===== src/rtl/radioberry_pkg.sv =====
// Shared constants and FSM state type for the frequency-to-phase path.
// Build option FREQ_CLAMP_EN limits requested frequencies to the Nyquist rate.
package radioberry_pkg;

  localparam logic [31:0] M2_PHASE   = 32'd1876499845;
  localparam logic [31:0] M3_ROUND   = 32'd16777216;
  localparam logic [31:0] F_NYQ_HZ   = 32'd38400000;
  localparam int          NR_DEFAULT = 3;

  typedef enum logic [1:0] {
    IDLE,
    MUL,
    WRITE
  } state_t;

  // With the clamp built in, anything above Nyquist is pinned to Nyquist;
  // otherwise the value passes through and aliases via the phase wrap.
  function automatic logic [31:0] clampFreq(input logic [31:0] f);
`ifdef FREQ_CLAMP_EN
    return (f > F_NYQ_HZ) ? F_NYQ_HZ : f;
`else
    return f;
`endif
  endfunction

endpackage


===== src/rtl/seq_mult32.sv =====
// 32x32 LSB-first shift-add multiplier with accumulator preload.
// Emits a W-bit slice of the 64-bit product starting at bit LO.
module seq_mult32 #(
  parameter int LO = 25,
  parameter int W  = 32
) (
  input  logic          clock,
  input  logic          reset,
  input  logic          start,
  input  logic [31:0]   multiplier,
  input  logic [31:0]   multiplicand,
  input  logic [31:0]   preload,
  output logic [W-1:0]  result,
  output logic          done
);

  logic [31:0] r_bits;
  logic [63:0] r_addend;
  logic [63:0] r_acc;
  logic [4:0]  r_cnt;
  logic        r_run;
  logic        r_done;

  // One multiplier bit per cycle; done pulses on the cycle after the 32nd bit.
  always_ff @(posedge clock) begin
    if (reset) begin
      r_bits   <= '0;
      r_addend <= '0;
      r_acc    <= '0;
      r_cnt    <= '0;
      r_run    <= 1'b0;
      r_done   <= 1'b0;
    end else begin
      r_done <= 1'b0;
      if (start) begin
        r_bits   <= multiplier;
        r_addend <= {32'd0, multiplicand};
        r_acc    <= {32'd0, preload};
        r_cnt    <= '0;
        r_run    <= 1'b1;
      end else if (r_run) begin
        if (r_bits[0]) begin
          r_acc <= r_acc + r_addend;
        end
        r_bits   <= r_bits >> 1;
        r_addend <= r_addend << 1;
        r_cnt    <= r_cnt + 5'd1;
        if (r_cnt == 5'd31) begin
          r_run  <= 1'b0;
          r_done <= 1'b1;
        end
      end
    end
  end

  assign result = r_acc[LO+W-1:LO];
  assign done   = r_done;

endmodule


===== src/rtl/freq_phase_calc.sv =====
// Converts per-channel frequency requests (Hz) into registered NCO phase words
// using one shared sequential multiplier and a one-deep pending slot.
// Build option FREQ_CLAMP_EN clamps requests above 38.4 MHz.
module freq_phase_calc
  import radioberry_pkg::*;
#(
  parameter int NR = NR_DEFAULT
) (
  input  logic            clock,
  input  logic            reset,
  input  logic [31:0]     freq_in,
  input  logic [1:0]      chan_in,
  input  logic            freq_valid,
  output logic [NR*32-1:0] phase_word,
  output logic [NR-1:0]   phase_update,
  output logic            busy
);

  state_t            r_state;
  logic [1:0]        r_chan;
  logic              r_pendValid;
  logic [31:0]       r_pendFreq;
  logic [1:0]        r_pendChan;
  logic [NR*32-1:0]  r_phase;
  logic [NR-1:0]     r_update;

  logic              w_reqOk;
  logic              w_capture;
  logic              w_start;
  logic [31:0]       w_rawFreq;
  logic [31:0]       w_operand;
  logic [1:0]        w_loadChan;
  logic [31:0]       w_result;
  logic              w_multDone;

  assign w_reqOk   = freq_valid && (int'(chan_in) < NR);
  // A request goes straight to the multiplier only when nothing is queued or running.
  assign w_capture = w_reqOk && !((r_state == IDLE) && !r_pendValid);

  always_comb begin
    w_start    = 1'b0;
    w_rawFreq  = r_pendFreq;
    w_loadChan = r_pendChan;
    case (r_state)
      IDLE: begin
        if (r_pendValid) begin
          w_start = 1'b1;
        end else if (w_reqOk) begin
          w_start    = 1'b1;
          w_rawFreq  = freq_in;
          w_loadChan = chan_in;
        end
      end
      WRITE: begin
        if (r_pendValid) begin
          w_start = 1'b1;
        end
      end
      default: begin
      end
    endcase
  end

  assign w_operand = clampFreq(w_rawFreq);

  seq_mult32 #(.LO(25), .W(32)) u_mult (
    .clock        (clock),
    .reset        (reset),
    .start        (w_start),
    .multiplier   (w_operand),
    .multiplicand (M2_PHASE),
    .preload      (M3_ROUND),
    .result       (w_result),
    .done         (w_multDone)
  );

  always_ff @(posedge clock) begin
    if (reset) begin
      r_state     <= IDLE;
      r_chan      <= '0;
      r_pendValid <= 1'b0;
      r_pendFreq  <= '0;
      r_pendChan  <= '0;
      r_phase     <= '0;
      r_update    <= '0;
    end else begin
      r_update <= '0;
      if (w_capture) begin
        r_pendValid <= 1'b1;
        r_pendFreq  <= freq_in;
        r_pendChan  <= chan_in;
      end else if (w_start && r_pendValid) begin
        r_pendValid <= 1'b0;
      end
      if (w_start) begin
        r_chan <= w_loadChan;
      end
      case (r_state)
        IDLE: begin
          if (w_start) begin
            r_state <= MUL;
          end
        end
        MUL: begin
          if (w_multDone) begin
            for (int n = 0; n < NR; n++) begin
              if (int'(r_chan) == n) begin
                r_phase[n*32 +: 32] <= w_result;
                r_update[n]         <= 1'b1;
              end
            end
            r_state <= WRITE;
          end
        end
        WRITE: begin
          r_state <= w_start ? MUL : IDLE;
        end
        default: begin
          r_state <= IDLE;
        end
      endcase
    end
  end

  assign phase_word   = r_phase;
  assign phase_update = r_update;
  assign busy         = (r_state != IDLE) || r_pendValid;

endmodule


===== config.mk =====
export PLATFORM = sky130hd
export DESIGN_NAME = freq_phase_calc
export DESIGN_NICKNAME = d
export VERILOG_FILES = /design/src/rtl/radioberry_pkg.sv /design/src/rtl/seq_mult32.sv /design/src/rtl/freq_phase_calc.sv
export SDC_FILE = /design/constraint.sdc
export NUM_CORES = 1
export LEC_CHECK = 0
export BUFFER_PORTS_ARGS = -buffer_cell sky130_fd_sc_hd__buf_4
export CORE_UTILIZATION = 60
export CTS_BUF_LIST = sky130_fd_sc_hd__clkbuf_4 sky130_fd_sc_hd__clkbuf_8
export DETAILED_ROUTE_END_ITERATION = 12
export GPL_TIMING_DRIVEN = 1
export PLACE_DENSITY = 0.79
export SETUP_SLACK_MARGIN = 0.2
export SYNTH_ARGS = -nofsm -noshare
export SYNTH_HDL_FRONTEND = slang
export SYNTH_SLANG_ARGS = --single-unit

===== constraint.sdc =====
create_clock -name clock -period 7.01 [get_ports clock]
set_clock_uncertainty 0.2 [all_clocks]
set_input_delay 0.701 -clock clock [delete_from_list [all_inputs] [get_ports clock]]
set_output_delay 0.701 -clock clock [all_outputs]
set_load 0.02 [all_outputs]

==> reports/metrics.cfg, run 1 <==
[grt]
grt.overflow.total = 0
grt_first_pass_wirelength_mm = 55.4
grt_max_degree = 108
antenna_found_initial = 0
grt_pass1_vias = 11600
globalRouteTotalUtil_pct = 27.5

[logic_synthesis]
ys_ff_latch = 291
ys_seq_area_share_pct = 41.1
synth.distinct_cells = 74
synth_warnings = 0
synth_ff_type = dfxtp_1
netlist_area_um2 = 14200
syn_nets = 1842
netlist_instances = 1746
synth_edf_count = 0
yosys.area.top_type_share_pct = 41.1
synth_area_per_cell_um2 = 8.11
netlist_top_cells_area = dfxtp_1 41%, nand2_1 10%, a21oi_1 9.3%, mux2i_1 6.6%, ha_1 5.1%
synth-async-reset-ratio_pct = 0
synth_largest_area_cell = dfxtp_1

[setup_path]
r2r.worst_path.cells = 12
cp-end-kind = flop
r2r-end = u_mult.r_acc[50]$_SDFFE_PP0P_
critPathMaxFanout = 3
crit_path_start_kind = flop
path_class = reg2reg
worstPathArrival_ns = 3.54
crit_start = u_mult.r_acc[0]$_SDFFE_PP0P_
crit-reg2reg-launch = u_mult.r_acc[0]$_SDFFE_PP0P_
worstPathRequired_ns = 7.24
reg2reg_setup_slack_ns = 3.69

[power]
p_comb_share_pct = 8.6
internal_power_uw = 2740
swShare_pct = 24.4
peakVddDrop_v = 0.000171
p_seq_share_pct = 48.2
clock_power_share_pct = 43.3
p_switching_uw = 887
p_per_area_nw_per_um2 = 223
power.leakage_uw = 0.00666

[hold_path]
hold_start = freq_in[25]
hold_depth = 3
min_path_type = in2reg
whs_endpoint = r_pendFreq[25]$_SDFFE_PP0P_

[sta]
fmax_ghz = 0.301
hold_violations = 0
max_slew_margin_pct = 26.1
final-setup-viol-count = 0
timing.final.crit_period_ns = 3.32
fin_setup_tns_ns = 0
worst_slew_pin_slew_ns = 1.11
rsz0062_at_grt = no
timing.hold.ws_ns = 0.197
drv_slew = 0
period_share_pct = 47.3

[drt]
drtAntennaViolNets = 0
detail_route.first_pass.iterations = 5
routed_wl_mm = 33.8
drc_errors = 0
avgRoutedWirePerCell_um = 15.6
viasPerCell = 5.78
drtIter0Drc = 882
via_count = 12500

[finish]
seq_area_um2 = 5830
stdcell_count = 2172
syn_to_final_growth_pct = 15.1
finalNetCount = 1922
final_design_area_no_fill_um2 = 16300
multi_input_area_um2 = 7850
final_util_pct = 71.1
fillers = 1799
drive_above_1_share_pct = 14.6
num_antenna_cells = 0

[clock_tree]
cts_tree = yes
cts-htree-levels = 2
clk_latency_ns = 0.57
root_buffer = clkbuf_8
clkSinkCount = 291
cts_inserted_buffers = 48
path_clk_slew_ns = 0.06
cts_resized = 0
cts_setup_buffers = 0
cts_hold_buffers = 0
cts_buffer_depth = 3

[floorplan]
fp.dieW_um = 156
num_io_pins = 137
die_h_um = 156
die-area_um2 = 24200
start_util_pct = 61.8
core_um2 = 22900
rows = 55

[placement]
hpwl_mm = 22.3
port_buffers = 136
placedCellCount = 2089
placed_area_um2 = 15300
place.gp.congestion = 0.925

[flow_run]
maxCapViolCount = 0

[outcome]
status = finished, final reports clean

synth_stat cells, types with 13 or more instances:
master and number:
xnor2_1 27, dfxtp_1 291, a21oi_1 263, nor2b_1 35, clkbuf_1 95, a211oi_1 70
o21bai_1 13, buf_1 15, inv_1 15, ha_1 58, a21o_1 30, o21ai_0 32
mux2i_1 94, nand2_1 390, nor2_1 103, nand3_1 25, nand4_1 17, xor2_1 23
layout by cell type, fill, tap and decap left out, types with 6 or more instances in the layout:
cell	count
nand2_1	388
dfxtp_1	290
a21oi_1	263
buf_4	149
nor2_1	101
mux2i_1	94
a211oi_1	70
clkbuf_8	63
ha_1	58
nor2b_1	35
o21ai_0	32
a21o_1	30
xnor2_1	27
nand3_1	25
xor2_1	23
nand4_1	17
inv_1	15
clkbuf_4	14
o21bai_1	13
and3_1	12
nor3_1	11
o211ai_1	11
o21ai_1	8
nand2b_1	7
nand3b_1	6
state kept, by name, summed over array words and instances, names as in the netlist, 2 cells and up:
signal,count
phase_update,3
phase_word,96
r_chan,2
r_pendChan,2
r_pendFreq,32
r_state,2
u_mult.r_acc,57
u_mult.r_addend,57
u_mult.r_bits,32
u_mult.r_cnt,5
power groups by stage:
| stage | clock network (uW) | registers, uW | logic (uW) |
|---|---|---|---|
| global placement | 0 | 1780 | 302 |
| global route | 1680 | 1750 | 343 |
| detailed placement | 0 | 1780 | 309 |
| finish | 1570 | 1750 | 310 |
| CTS | 1600 | 1750 | 310 |
| floorplan | 0 | 1760 | 251 |
worst max-delay path by stage:
stage,end,slack [ns],cells after the start
2_1_floorplan,u_mult.r_acc[56]$_SDFFE_PP0P_,4.13,12
3_3_place_gp,u_mult.r_acc[10]$_SDFFE_PP0P_,3.48,9
3_5_place_dp,u_mult.r_acc[10]$_SDFFE_PP0P_,3.42,9
4_1_cts,u_mult.r_acc[56]$_SDFFE_PP0P_,3.71,12
5_1_grt,u_mult.r_acc[50]$_SDFFE_PP0P_,3.44,12
6_report,u_mult.r_acc[50]$_SDFFE_PP0P_,3.69,12
logic make-up after synthesis:
group | count (synthesis) | share of synthesized area, %
simple gates | 642 | 19.8
compound gates | 475 | 20.4
fa+ha+maj | 59 | 5.27
xor+xnor | 50 | 3.09
mux | 94 | 6.64
flops | 291 | 41.1
buf+inv | 135 | 3.67
cell type report:
class                           count  share of cell area [%]
Sequential cell                   291                    35.8
Inverter                           15                   0.346
Clock inverter                      6                   0.430
Multi-Input combinational cell   1320                    48.1
Timing Repair Buffer              150                    6.93
Clock buffer                       77                    5.97
Tap cell                          313                    2.40
worst max-delay path: stages (launching register included):
cell and delay, ns:
dfxtp_1 0.32, ha_1 0.25, fa_1 0.42, a21o_1 0.20, nand4_1 0.15, nand4_1 0.16, o211ai_1 0.27, nand3b_1 0.19
a311oi_1 0.52, o31ai_2 0.19, xor2_1 0.17, nand2_1 0.08, a21oi_1 0.06
per-stage QoR:
step / total power (uW) / worst slack, ns
2_1_floorplan: 2010 / 4.13
3_3_place_gp: 2080 / 3.48
3_5_place_dp: 2090 / 3.42
4_1_cts: 3660 / 3.71
5_1_grt: 3770 / 3.44
6_report: 3630 / 3.69
per-layer routing:
| metal | wire length, um | track usage (%) | share of wire (%) |
|---|---|---|---|
| met2 | 15300 | 45.2 | 45 |
| met5 | 0 | 0 | 0 |
| met1 | 16300 | 37.9 | 48 |
| met3 | 1770 | 3.67 | 5.2 |
| met4 | 504 | 7.42 | 1.5 |
Note: power is estimated with default switching activity, not from simulation.
==> run 2, diff against run 1 <==
--- a/config.mk
+++ b/config.mk
@@ -5,12 +5,13 @@
 export SDC_FILE = /design/constraint.sdc
 export NUM_CORES = 1
 export LEC_CHECK = 0
+export ABC_AREA = 1
 export BUFFER_PORTS_ARGS = -buffer_cell sky130_fd_sc_hd__buf_4
-export CORE_UTILIZATION = 60
+export CORE_UTILIZATION = 56
 export CTS_BUF_LIST = sky130_fd_sc_hd__clkbuf_4 sky130_fd_sc_hd__clkbuf_8
 export DETAILED_ROUTE_END_ITERATION = 12
 export GPL_TIMING_DRIVEN = 1
-export PLACE_DENSITY = 0.79
+export PLACE_DENSITY = 0.77
 export SETUP_SLACK_MARGIN = 0.2
 export SYNTH_ARGS = -nofsm -noshare
 export SYNTH_HDL_FRONTEND = slang
==> constraint.sdc (replaced) <==
create_clock -name clock -period 3 [get_ports clock]
set_clock_uncertainty 0.2 [all_clocks]
set_input_delay 0.3 -clock clock [delete_from_list [all_inputs] [get_ports clock]]
set_output_delay 0.3 -clock clock [all_outputs]
set_load 0.02 [all_outputs]
==> run 2 against run 1 <==
Area after synthesis up 10%. Die area up 18%. Non-clock buffer count up 43. Final cell count up 33%. Total power up 140%. Routed wire length up 39%. Utilization down 3.7 points. Clock power up 140%. Via count up 24%. Critical endpoint is now u_mult.r_acc[48]$_SDFFE_PP0P_. Highest routed layer unchanged.
==> reports/metrics.cfg, run 2 <==
[outcome]
status = finished, final reports clean  ; unchanged

[finish]
layout_commonest_cell = nand2_1  ; unchanged
final_util_pct = 67.4  ; was 71.1%
drive_above_1_share_pct = 13.7  ; was 14.6%
finalNetCount = 2569  ; was 1,922
syn_to_final_growth_pct = 17.2  ; was 15.1%
layout_common_cells = 536 x nand2_1, 341 x inv_1, 290 x dfxtp_1  ; was 388 x nand2_1, 290 x dfxtp_1, 263 x a21oi_1
num_antenna_cells = 0  ; unchanged
largest_reg_flops = 96  ; unchanged

[clock_tree]
cts_inserted_buffers = 47  ; was 48
root_buffer = clkbuf_8  ; unchanged
path_clk_slew_ns = 0.07  ; was 0.06 ns
cts_tree = yes  ; unchanged
clkSinkCount = 291  ; unchanged
cts-htree-levels = 2  ; unchanged
clk_latency_ns = 0.59  ; was 0.57 ns
cts_buffer_depth = 3  ; unchanged

[hold_path]
hold_start = phase_word[24]$_SDFFE_PP0P_  ; was freq_in[25]
min_path_type = reg2reg  ; was in2reg

[sta]
hold_violations = 0  ; unchanged
fmax_ghz = 0.374  ; was 0.301 GHz
fin_setup_tns_ns = 0  ; unchanged
period_share_pct = 89.1  ; was 47.3%
final-setup-viol-count = 0  ; unchanged
timing.final.crit_period_ns = 2.67  ; was 3.32 ns
rsz0062_at_grt = no  ; unchanged
drv_slew = 0  ; unchanged
max_slew_margin_pct = 55.7  ; was 26.1%
worst_slew_pin_slew_ns = 0.665  ; was 1.11 ns

[logic_synthesis]
yosys.area.top_type_share_pct = 37.4  ; was 41.1%
synth_edf_count = 0  ; unchanged
netlist_instances = 2333  ; was 1,746
synth_ff_type = dfxtp_1  ; unchanged
netlist_area_um2 = 15600  ; was 14,200 um^2
synth_warnings = 0  ; unchanged
ys_seq_area_share_pct = 37.4  ; was 41.1%
yosysMostFrequentCell = nand2_1  ; unchanged
syn_nets = 2429  ; was 1,842
synth_largest_area_cell = dfxtp_1  ; unchanged
synth.distinct_cells = 41  ; was 74
synth_common_cells = 537 x nand2_1, 342 x inv_1, 291 x dfxtp_1  ; was 390 x nand2_1, 291 x dfxtp_1, 263 x a21oi_1
synth_area_per_cell_um2 = 6.68  ; was 8.11 um^2
netlist_top_cells_area = dfxtp_1 37%, nand2_1 13%, inv_1 8.2%, a21oi_1 7.2%, o21ai_0 6.8%  ; was dfxtp_1 41%, nand2_1 10%, a21oi_1 9.3%, mux2i_1 6.6%, ha_1 5.1%
ys_ff_latch = 291  ; unchanged
synth-async-reset-ratio_pct = 0  ; unchanged

[drt]
viasPerCell = 5.42  ; was 5.78
drc_errors = 0  ; unchanged
avgRoutedWirePerCell_um = 16.3  ; was 15.6 um
drtIter0Drc = 1267  ; was 882
via_count = 15600  ; was 12,500
drtAntennaViolNets = 0  ; unchanged
detail_route.first_pass.iterations = 5  ; unchanged
routed_wl_mm = 46.9  ; was 33.8 mm

[grt]
antenna_found_initial = 0  ; unchanged
grt_pass1_vias = 14700  ; was 11,600
grt.overflow.total = 0  ; unchanged
grt_max_degree = 98  ; was 108
grt_first_pass_wirelength_mm = 74.7  ; was 55.4 mm
globalRouteTotalUtil_pct = 32.7  ; was 27.5%

[setup_path]
slowest_delay_ns = 0.42  ; was 0.52 ns
cp-end-kind = flop  ; unchanged
path_common_cell = nand2_1  ; was nand4_1
worstPathRequired_ns = 3.27  ; was 7.24 ns
crit_start = u_mult.r_acc[31]$_SDFFE_PP0P_  ; was u_mult.r_acc[0]$_SDFFE_PP0P_
critPathMaxFanout = 5  ; was 3
crit_slowest_cell = ha_1  ; was a311oi_1
path_class = reg2reg  ; unchanged
crit-reg2reg-launch = u_mult.r_acc[31]$_SDFFE_PP0P_  ; was u_mult.r_acc[0]$_SDFFE_PP0P_
worstPathArrival_ns = 2.94  ; was 3.54 ns
path_cells = ha_1 > nand2_1 > nor2_2 > inv_1 > nor2_1 > inv_1 > nor2_1 > nor2_1 > nand2_1 > nand2_1 > nand3_1 > nand3_1 > nand2_1 > inv_1  ; was ha_1 > fa_1 > a21o_1 > nand4_1 > nand4_1 > o211ai_1 > nand3b_1 > a311oi_1 > o31ai_2 > xor2_1 > nand2_1 > a21oi_1
crit_path_start_kind = flop  ; unchanged

[flow_run]
maxCapViolCount = 0  ; unchanged

[placement]
place.gp.congestion = 1.02  ; was 0.925
hpwl_mm = 33.9  ; was 22.3 mm
port_buffers = 136  ; unchanged

[floorplan]
core_um2 = 27100  ; was 22,900 um^2
rows = 60  ; was 55
start_util_pct = 57.5  ; was 61.8%
fp.dieW_um = 169  ; was 156 um
die-area_um2 = 28500  ; was 24,200 um^2
num_io_pins = 137  ; unchanged
die_h_um = 169  ; was 156 um

[power]
p_per_area_nw_per_um2 = 480  ; was 223 nW/um^2
peakVddDrop_v = 0.000443  ; was 0.000171 V
power.leakage_uw = 0.00857  ; was 0.00666 uW

run 2: layout make-up:
cell class                 count  area, um^2
timing repair buffer         193        1570
sequential                   291        5830
multi-input combinational   1586        8000
clock buffer                  72         903
inverter                     354        1330
clock inverter                13         158
tap                          372         465
fill                        2432        8840
run 2: report_power, final:
group / internal [uW] / switching, uW / total (uW)
combinational: 302 / 579 / 881
sequential: 3990 / 76.2 / 4070
clock: 2190 / 1620 / 3810
total: 6480 / 2270 / 8760
run 2: path summary, 6_finish.rpt:
check,endpoint,slack (ns),cells after the start
setup / recovery,u_mult.r_acc[48]$_SDFFE_PP0P_,0.33,14
hold / removal,phase_word[24]$_SDFFE_PP0P_,0.25,2
setup reg to reg,u_mult.r_acc[48]$_SDFFE_PP0P_,0.33,14
hold reg to reg,phase_word[24]$_SDFFE_PP0P_,0.25,2
run 2: logic make-up (layout without fill, tap and decap cells):
logic type      Yosys count  count (layout)  share of synthesized area (%)
compound gates          557             557                           19.8
xor+xnor                 25              25                           1.41
fa+ha+maj                59              59                           4.79
buf+inv                 456             632                           11.4
flops                   291             291                           37.4
mux                       2               2                          0.128
simple gates            943             943                           25.1
run 2: critical path: cells and delay by family, from the launching register on:
| family | cells | cell delay, ns |
|---|---|---|
| buffers and inverters | 3 | 0.22 |
| DFF | 1 | 0.38 |
| adders and majority gates | 1 | 0.42 |
| and+or+nand+nor | 10 | 1.35 |
run 2: timing repair:
| item | in CTS | in global routing |
|---|---|---|
| endpoints found under the setup margin | 0 | 3 |
| gates resized for setup | 0 | 3 |
| buffers inserted | 0 | 0 |
| hold buffers | 35 | 0 |
| hold endpoints to repair | 72 | 0 |
run 2: per-layer routing:
metal	vias up	share of wire [%]	track usage, %
li1	7765	-	-
met1	7201	45	43.6
met2	532	44	52.9
met3	111	7.1	5.61
met4	0	3.3	12.2
met5	-	0	0
run 2: through the flow:
| stage | total power (uW) | hold slack (ns) | area [um^2] | setup slack [ns] | std cells |
|---|---|---|---|---|---|
| detailed placement | 4970 | 0.238 | 16800 | 0.334 | 2761 |
| CTS | 8780 | 0.220 | 18200 | 0.320 | 2881 |
| finish | 8760 | 0.245 | 18300 | 0.328 | 2881 |
| global route | 9070 | 0.264 | 18300 | 0.225 | 2881 |
| floorplan | 4740 | 0.230 | 15600 | 0.887 | 2333 |
| global placement | 4940 | 0.234 | 16800 | 0.310 | 2761 |
==> run 3, diff against run 2 <==
--- a/config.mk
+++ b/config.mk
@@ -10,7 +10,7 @@
 export CORE_UTILIZATION = 56
 export CTS_BUF_LIST = sky130_fd_sc_hd__clkbuf_4 sky130_fd_sc_hd__clkbuf_8
 export DETAILED_ROUTE_END_ITERATION = 12
-export GPL_TIMING_DRIVEN = 1
+export GPL_TIMING_DRIVEN = 0
 export PLACE_DENSITY = 0.77
 export SETUP_SLACK_MARGIN = 0.2
 export SYNTH_ARGS = -nofsm -noshare
==> run 3 against run 2 <==
Clock power fell by 2%. Highest routed layer unchanged. Critical path type unchanged. Via count rose by 2.8%. Largest cell class unchanged. Die area did not move. Sequential power barely moved. Clock-buffer cell count rose by 6.
==> reports/metrics.cfg, run 3 (synthesized netlist as in run 2, its figures left out) <==
[sta]
drv_slew = 0  ; unchanged
max_slew_margin_pct = 45.1  ; was 55.7%
fin_setup_tns_ns = 0  ; unchanged
worst_slew_pin_slew_ns = 0.824  ; was 0.665 ns
period_share_pct = 90.8  ; was 89.1%
timing.final.crit_period_ns = 2.72  ; was 2.67 ns
final-setup-viol-count = 0  ; unchanged
fmax_ghz = 0.367  ; was 0.374 GHz
rsz0062_at_grt = no  ; unchanged
hold_violations = 0  ; unchanged

[flow_run]
maxCapViolCount = 0  ; unchanged

[drt]
avgRoutedWirePerCell_um = 17.0  ; was 16.3 um
drc_errors = 0  ; unchanged
drtIter0Drc = 1400  ; was 1,267
drtAntennaViolNets = 0  ; unchanged
via_count = 16000  ; was 15,600
routed_wl_mm = 50.3  ; was 46.9 mm
detail_route.first_pass.iterations = 6  ; was 5
viasPerCell = 5.42  ; about the same

[finish]
fillers = 2432  ; unchanged
layout_commonest_cell = nand2_1  ; unchanged
stdcell_count = 2961  ; was 2,881
final_util_pct = 68.2  ; was 67.4%
syn_to_final_growth_pct = 18.5  ; was 17.2%
finalNetCount = 2649  ; was 2,569
layout_common_cells = 537 x nand2_1, 342 x inv_1, 291 x dfxtp_1  ; was 536 x nand2_1, 341 x inv_1, 290 x dfxtp_1
largest_reg_flops = 96  ; unchanged
drive_above_1_share_pct = 13.3  ; was 13.7%

[grt]
grt_first_pass_wirelength_mm = 78.5  ; was 74.7 mm
globalRouteTotalUtil_pct = 35.4  ; was 32.7%
grt_pass1_vias = 15100  ; was 14,700
grt.overflow.total = 0  ; unchanged
antenna_found_initial = 0  ; unchanged
grt_max_degree = 14  ; was 98

[setup_path]
crit_family = compound AO/OA/AOI/OAI gates  ; was simple AND/OR/NAND/NOR gates
path_class = reg2reg  ; unchanged
cp-end-kind = flop  ; unchanged
critPathMaxFanout = 5  ; unchanged
worstPathRequired_ns = 3.30  ; was 3.27 ns
worstPathArrival_ns = 3.02  ; was 2.94 ns
path_common_cell = nand2_1  ; unchanged
crit_slowest_cell = dfxtp_1  ; was ha_1
crit_buf_inv = 3  ; unchanged
path_cells = ha_1 > a21oi_1 > o21ai_0 > inv_1 > nand2_1 > inv_1 > nand2_1 > a21oi_1 > nand2_1 > nand2_1 > nand3_1 > nand2_1 > inv_1  ; was ha_1 > nand2_1 > nor2_2 > inv_1 > nor2_1 > inv_1 > nor2_1 > nor2_1 > nand2_1 > nand2_1 > nand3_1 > nand3_1 > nand2_1 > inv_1
slowest_delay_ns = 0.58  ; was 0.42 ns
crit_path_start_kind = flop  ; unchanged

[power]
p_per_area_nw_per_um2 = 473  ; was 480 nW/um^2
peakVddDrop_v = 0.000396  ; was 0.000443 V
power.leakage_uw = 0.00865  ; was 0.00857 uW

[floorplan]
fp.dieW_um = 169  ; unchanged
core_um2 = 27100  ; unchanged
num_io_pins = 137  ; unchanged
start_util_pct = 57.5  ; unchanged
die-area_um2 = 28500  ; unchanged
rows = 60  ; unchanged
die_h_um = 169  ; unchanged

[placement]
port_buffers = 136  ; unchanged
place.gp.congestion = 1.01  ; was 1.02
placedCellCount = 2841  ; was 2,761
hpwl_mm = 39.8  ; was 33.9 mm

[clock_tree]
path_clk_slew_ns = 0.06  ; was 0.07 ns
clk_latency_ns = 0.61  ; was 0.59 ns
cts_setup_buffers = 0  ; unchanged
cts_tree = yes  ; unchanged
cts-htree-levels = 2  ; unchanged
cts_buffer_depth = 3  ; unchanged
clkSinkCount = 291  ; unchanged
root_buffer = clkbuf_8  ; unchanged
cts_inserted_buffers = 47  ; unchanged

[hold_path]
min_path_type = reg2reg  ; unchanged

[outcome]
status = finished, final reports clean  ; unchanged

## run 3: where the power goes
group	switching [uW]	leakage [uW]	total, uW	internal, uW
registers	89.4	0.00236	4080	3990
logic	616	0.00574	939	323
clock network	1610	0.000548	3720	2110
total	2310	0.00865	8740	6430
## run 3: routing by layer
metal / vias to the layer above / share of wire (%) / track usage, %
met5: - / 0 / 0
met4: 0 / 5.0 / 18.2
met3: 127 / 7.3 / 4.93
met2: 635 / 44 / 57.2
met1: 7343 / 43 / 46.1
li1: 7935 / - / -
## run 3: worst min-delay path, stage by stage (launching register included)
cell,delay (ns)
dfxtp_1,0.31
inv_1,0.04
a21oi_1,0.05
## run 3: cell type report
type | instances | area, um^2 | area share, %
repair buffers | 171 | 1370 | 7.42
multi-input cells | 1586 | 8000 | 43.3
plain buffers | 102 | 450 | 2.44
well taps | 372 | 465 | 2.52
clock inverters | 6 | 72.6 | 0.393
flip-flops and latches | 291 | 5830 | 31.5
inverters | 354 | 1330 | 7.19
diodes | 1 | 2.50 | 0.0135
clock buffers | 78 | 961 | 5.20
## run 3: path summary, 6_finish.rpt
path / from / end / slack, ns / cells past startpoint
max: u_mult.r_acc[38]$_SDFFE_PP0P_ / u_mult.r_acc[55]$_SDFFE_PP0P_ / 0.28 / 13
min: phase_word[18]$_SDFFE_PP0P_ / phase_word[18]$_SDFFE_PP0P_ / 0.25 / 2
max reg2reg: u_mult.r_acc[38]$_SDFFE_PP0P_ / u_mult.r_acc[55]$_SDFFE_PP0P_ / 0.28 / 13
min reg2reg: phase_word[18]$_SDFFE_PP0P_ / phase_word[18]$_SDFFE_PP0P_ / 0.25 / 2
## run 3: what timing repair did
| item | 4_1_cts | 5_1_grt |
|---|---|---|
| hold buffers | 35 | 0 |
| setup endpoints to repair | 2 | 5 |
| gates resized for setup | 2 | 2 |
| hold endpoints to repair | 72 | 0 |
## run 3: through the flow
stage	hold WS (ns)	instance area, um^2	total power [uW]	setup WS [ns]
4_1_cts	0.251	18500	8730	0.248
3_3_place_gp	0.236	17100	5010	0.145
6_report	0.250	18500	8740	0.276
5_1_grt	0.268	18500	9030	0.201
3_5_place_dp	0.241	17100	5040	0.161
2_1_floorplan	0.230	15600	4740	0.887
